**config.mk**
```make
export PLATFORM = sky130hd
export DESIGN_NAME = ex_fw_ctrl
export DESIGN_NICKNAME = d
export VERILOG_FILES = /design/src/rtl/ex_fw_ctrl.sv
export SDC_FILE = /design/constraint.sdc
export NUM_CORES = 1
export LEC_CHECK = 0
export ABC_AREA = 1
export ABC_CLOCK_PERIOD_IN_PS = 2750
export CAP_MARGIN = 20
export CORE_MARGIN = 5
export CORE_UTILIZATION = 45
export CTS_CLUSTER_DIAMETER = 40
export CTS_CLUSTER_SIZE = 16
export DETAILED_ROUTE_END_ITERATION = 10
export PLACE_DENSITY = 0.73
export SLEW_MARGIN = 20
export SYNTH_ARGS = -nofsm -noshare
export SYNTH_HDL_FRONTEND = slang
export SYNTH_SLANG_ARGS = --single-unit
```
**constraint.sdc**
```tcl
create_clock -name clk_i -period 2.75 [get_ports clk_i]
set_clock_uncertainty 0.2 [all_clocks]
set_input_delay 0.55 -clock clk_i [delete_from_list [all_inputs] [get_ports clk_i]]
set_output_delay 0.55 -clock clk_i [all_outputs]
set_load 0.02 [all_outputs]
```
**src/rtl/ex_fw_ctrl.sv**
```systemverilog
// ex_fw_ctrl: issue-time hazard detection and EX bypass-bus control for the ID->EX->MEM->WB pipeline.
// Define FWD_WB_BYPASS_EN to forward from WB; without it, MEM-slot dependencies stall until the register file has the value.
module ex_fw_ctrl #(
    parameter int MULTI_LAT = 4
) (
    input  logic       clk_i,
    input  logic       rst_i,
    input  logic       id_valid_i,
    input  logic [4:0] id_rs1_i,
    input  logic [4:0] id_rs2_i,
    input  logic       id_use_rs1_i,
    input  logic       id_use_rs2_i,
    input  logic [4:0] id_rd_i,
    input  logic       id_rd_we_i,
    input  logic       id_is_load_i,
    input  logic       id_is_multi_i,
    input  logic       flush_i,
    output logic       stall_o,
    output logic       ex_hold_o,
    output logic [1:0] fw_stage_o,
    output logic [1:0] fw_regs_o
);
    localparam int CNT_W = $clog2(MULTI_LAT);
    localparam logic [1:0] ST_NONE = 2'd0;
    localparam logic [1:0] ST_MEM  = 2'd1;
    localparam logic [1:0] RS_NONE = 2'd0;

    typedef struct packed {
        logic       valid;
        logic [4:0] rd;
        logic       we;
        logic       load;
    } slot_t;

    // The register file is write-through, so an instruction in WB never
    // creates a hazard; only the EX and MEM occupants are tracked, and the
    // MEM slot keeps just "is a producer" plus its destination.
    slot_t            ex_reg;
    logic             mem_prod_reg;
    logic [4:0]       mem_rd_reg;
    logic [CNT_W-1:0] busy_cnt_reg;

    logic       busy;
    logic       ex_producer;
    logic       conflict;
    logic       issue;
    logic [1:0] op_block;
    logic [1:0] op_need [2];
    logic [4:0] op_rs   [2];
    logic       op_use  [2];
    logic [1:0] fw_stage_next;
    logic [1:0] fw_regs_next;

    assign busy        = (busy_cnt_reg != '0);
    assign ex_producer = ex_reg.valid & ex_reg.we & (ex_reg.rd != 5'd0);

    assign op_rs[0]  = id_rs1_i;
    assign op_rs[1]  = id_rs2_i;
    assign op_use[0] = id_use_rs1_i;
    assign op_use[1] = id_use_rs2_i;

    genvar gi;
    generate
        for (gi = 0; gi < 2; gi++) begin : g_op
            logic ex_hit;
            logic mem_hit;
            assign ex_hit  = op_use[gi] & ex_producer & (ex_reg.rd == op_rs[gi]);
            assign mem_hit = op_use[gi] & mem_prod_reg & (mem_rd_reg == op_rs[gi]);
`ifdef FWD_WB_BYPASS_EN
            localparam logic [1:0] ST_WB = 2'd2;
            assign op_block[gi] = ex_hit & ex_reg.load;
            assign op_need[gi]  = ex_hit ? ST_MEM : (mem_hit ? ST_WB : ST_NONE);
`else
            assign op_block[gi] = (ex_hit & ex_reg.load) | (~ex_hit & mem_hit);
            assign op_need[gi]  = ex_hit ? ST_MEM : ST_NONE;
`endif
        end
    endgenerate

    // Only one bypass bus: two operands wanting different stages cannot both be served.
    assign conflict = (op_need[0] != ST_NONE) & (op_need[1] != ST_NONE) &
                      (op_need[0] != op_need[1]);

    assign stall_o   = id_valid_i & ((|op_block) | conflict | busy);
    assign issue     = id_valid_i & ~stall_o & ~flush_i;
    assign ex_hold_o = busy;

    assign fw_stage_next = (op_need[0] != ST_NONE) ? op_need[0] : op_need[1];
    assign fw_regs_next  = {op_need[1] != ST_NONE, op_need[0] != ST_NONE};

    always_ff @(posedge clk_i or posedge rst_i) begin
        if (rst_i) begin
            ex_reg       <= '0;
            mem_prod_reg <= 1'b0;
            mem_rd_reg   <= 5'd0;
            busy_cnt_reg <= '0;
            fw_stage_o   <= ST_NONE;
            fw_regs_o    <= RS_NONE;
        end else if (flush_i) begin
            ex_reg       <= '0;
            // A multi-cycle op aborted mid-flight never reaches MEM.
            mem_prod_reg <= ex_producer & ~busy;
            mem_rd_reg   <= ex_reg.rd;
            busy_cnt_reg <= '0;
            fw_stage_o   <= ST_NONE;
            fw_regs_o    <= RS_NONE;
        end else if (busy) begin
            mem_prod_reg <= 1'b0;
            busy_cnt_reg <= busy_cnt_reg - CNT_W'(1);
        end else begin
            mem_prod_reg <= ex_producer;
            mem_rd_reg   <= ex_reg.rd;
            if (issue) begin
                ex_reg       <= '{valid: 1'b1, rd: id_rd_i, we: id_rd_we_i, load: id_is_load_i};
                busy_cnt_reg <= id_is_multi_i ? CNT_W'(MULTI_LAT - 1) : '0;
                fw_stage_o   <= fw_stage_next;
                fw_regs_o    <= fw_regs_next;
            end else begin
                ex_reg     <= '0;
                fw_stage_o <= ST_NONE;
                fw_regs_o  <= RS_NONE;
            end
        end
    end

endmodule
```
==> out/qor.txt <==
Clock Path Buffers: 2
Nets: 309
Post-DR wirelength/cell: 17.2 µm
Placed cells: 281
P per Cell Area: 359 nW/µm²
#FFs+latches synth: 19
Detailed Route WL: 5.38 mm
Core ar.: 2780 µm²
DRC viols: 0
Hold buffer count at cts: 0
Yosys top cell by area: dfrtp_1
Number of flip-flops in the largest register: 8
Placer Congestion: 0.872
ANT nets after route: 0
Die width: 63.9 µm
Std-Cell Rows: 19
Synth warn: 0
Avg Cell Area, Syn: 6.85 µm²
Final setup fails: 1
Clk root buf: clkbuf_4
Number of enable flip-flop cells after synthesis: 0
CTS buffer count: 3
Largest net degree at the start of global routing: 20
N_diodes: 0
Iteration-0 DRC Markers: 180
R2R setup slack: 0.03 ns
Gr ovfl total: 0
Leak: 1.14 nW
Failing checks: negative setup slack
Outcome: complete, but fails checks
DP HPWL: 3.17 mm
First-pass DRT Iterations: 4
Hold Violations, Final: 0
Most instantiated cells after synthesis: nand2_1, inv_1, dfrtp_1
Layout filler cell count: 172
CTS tree: done
Cell count after synthesis: 191
Clk Latency, worst-skew pair: 0.31 ns
Fin crit share: 108%
Die area: 4090 µm²
CP Class: flip-flop to output pin
Initial antenna violation count: 0
Worst slew pin tran: 0.718 ns
Synth Cell Area: 1310 µm²
Min-Delay Path Class: flip-flop to flip-flop
Fin worst setup slack: -0.211 ns
Ys flop type: dfrtp_1
Via count: 1774
Worst-path fanout max: 4
Die Y: 63.9 µm
Peak VDD IR: 0.000517 V
Share of cells above drive strength 1: 40.8%
CP max stage delay: 0.47 ns
Max Transition Viols Final: 0
CP cell instances: inv_2 -> buf_4 -> nand2_1 -> a21oi_1 -> nor3b_2 -> nand2_1 -> inv_2 -> ha_4 -> nand2_4 -> nand2_4 -> nor2_8 -> a21oi_4 -> buf_6
Top-count cell post-synth: nand2_1
Crit path DAT: 2.21 ns
# Max-Cap Violations: 0
IO Port Bufs: 28
Hold_sp: ex_reg[7]
Number of vias per cell: 5.67
Syn_nets: 217
CP Capture Type: output pin
Worst setup SP type: flip-flop
Synthesis-to-layout area growth: 69.4%
Top-area cell type share of the netlist area: 36.3%
Ys async rst share: 100%
All-layer global routing usage: 24.9%
Non-filler cells, final: 313
Worst path required time: 2.00 ns
I/O pin count: 30
Clock Sinks: 19
Top post-synthesis cells by area: dfrtp_1, nand2_1, inv_1
Initial Util: 47.1%
Setup crit start: ex_reg[5]
Rel. slew slack: 52.1%
Sum of negative setup slack: -0.211 ns
First-pass GRT wire length: 8.13 mm
Clock transition at the registers of the reported paths: 0.11 ns
Yosys cell types: 28
Fmax: 338 MHz
Reg2reg start: ex_reg[4]
RSZ-0062 raised after global routing: true
Clock period minus worst slack: 2.96 ns
Sequential area share after synthesis: 36.3%
Clock H-tree levels: 1
Slowest cell on crit path: dfrtp_2
Vias in the first global route: 1767
==> stage by stage <==
stage	setup WS [ns]	hold slack [ns]	util (%)	instance area [µm²]	total power, mW
finish	-0.211	0.303	79.7	2220	0.795
global placement	-0.810	0.266	67.0	1860	0.577
CTS	-0.118	0.301	76.5	2130	0.745
floorplan	0.0135	0.250	-	1310	0.455
detailed placement	-0.843	0.275	67.0	1860	0.581
global route	-0.304	0.351	79.7	2220	0.837
==> per-layer routing <==
layer / part of all wire (%) / vias up / GRT usage, %
li1: - / 800 / -
met1: 36 / 818 / 27.9
met2: 48 / 117 / 43.7
met3: 7.9 / 39 / 2.98
met4: 7.5 / 0 / 16.9
met5: 0 / - / 0
==> worst paths after layout <==
| check | endpoint | cells after the start |
|---|---|---|
| setup / recovery | stall_o | 13 |
| hold reg to reg | ex_reg[7] | 2 |
| max in group asynchronous | ex_reg[2] | 2 |
| hold / removal | ex_reg[7] | 2 |
| min in group asynchronous | ex_reg[3] | 2 |
| setup reg to reg | fw_stage_o[0] | 16 |
==> report_power, final <==
part	leakage, nW	switching, mW	internal, mW	total, mW
registers	0.255	0.0214	0.301	0.322
logic	0.866	0.172	0.153	0.325
clock network	0.0150	0.0905	0.0567	0.147
==> worst max-delay path, delay by kind of cell, from the launching register on <==
family | cells | cell delay (ns)
buffers and inverters | 4 | 0.40
adders and majority gates | 1 | 0.20
and+or+nand+nor | 6 | 0.61
DFF | 1 | 0.47
AOI/OAI and AO/OA | 2 | 0.23
==> layout by cell type, fill, tap and decap left out, drive strengths merged <==
| cell | instances |
|---|---|
| ha | 2 |
| nand3 | 11 |
| clkdlybuf4s15 | 2 |
| xor2 | 1 |
| o21ai | 20 |
| o22ai | 2 |
| buf | 63 |
| a21boi | 1 |
| conb | 1 |
| nand3b | 1 |
| a21oi | 6 |
| dfrtp | 19 |
| or2 | 3 |
| inv | 28 |
| nor3b | 1 |
| clkbuf | 5 |
| nor2 | 17 |
| and2 | 1 |
| dlygate4sd2 | 8 |
| clkdlybuf4s50 | 15 |
| nand4 | 10 |
| nand2 | 63 |
| nor3 | 2 |
==> timing repair <==
action,in CTS,in global routing
setup buffers,27,6
setup endpoints to repair,1,2
resized for setup,43,24
pin swaps,14,12
==> layout make-up <==
type	count	area, µm²	area share [%]
clock buffer	4	26.3	1.19
inverter	28	105	4.74
multi-input combinational	142	837	37.8
sequential	19	478	21.6
tap	31	38.8	1.75
timing repair buffer	89	732	33.0
==> cell families after synthesis <==
group | synth area share (%)
other cells | 0.287
fa+ha+maj | 1.91
buf+inv | 8.89
xor+xnor | 0.669
simple gates | 39.3
compound gates | 12.6
flops | 36.3
Note: power is estimated with default switching activity, not from simulation.
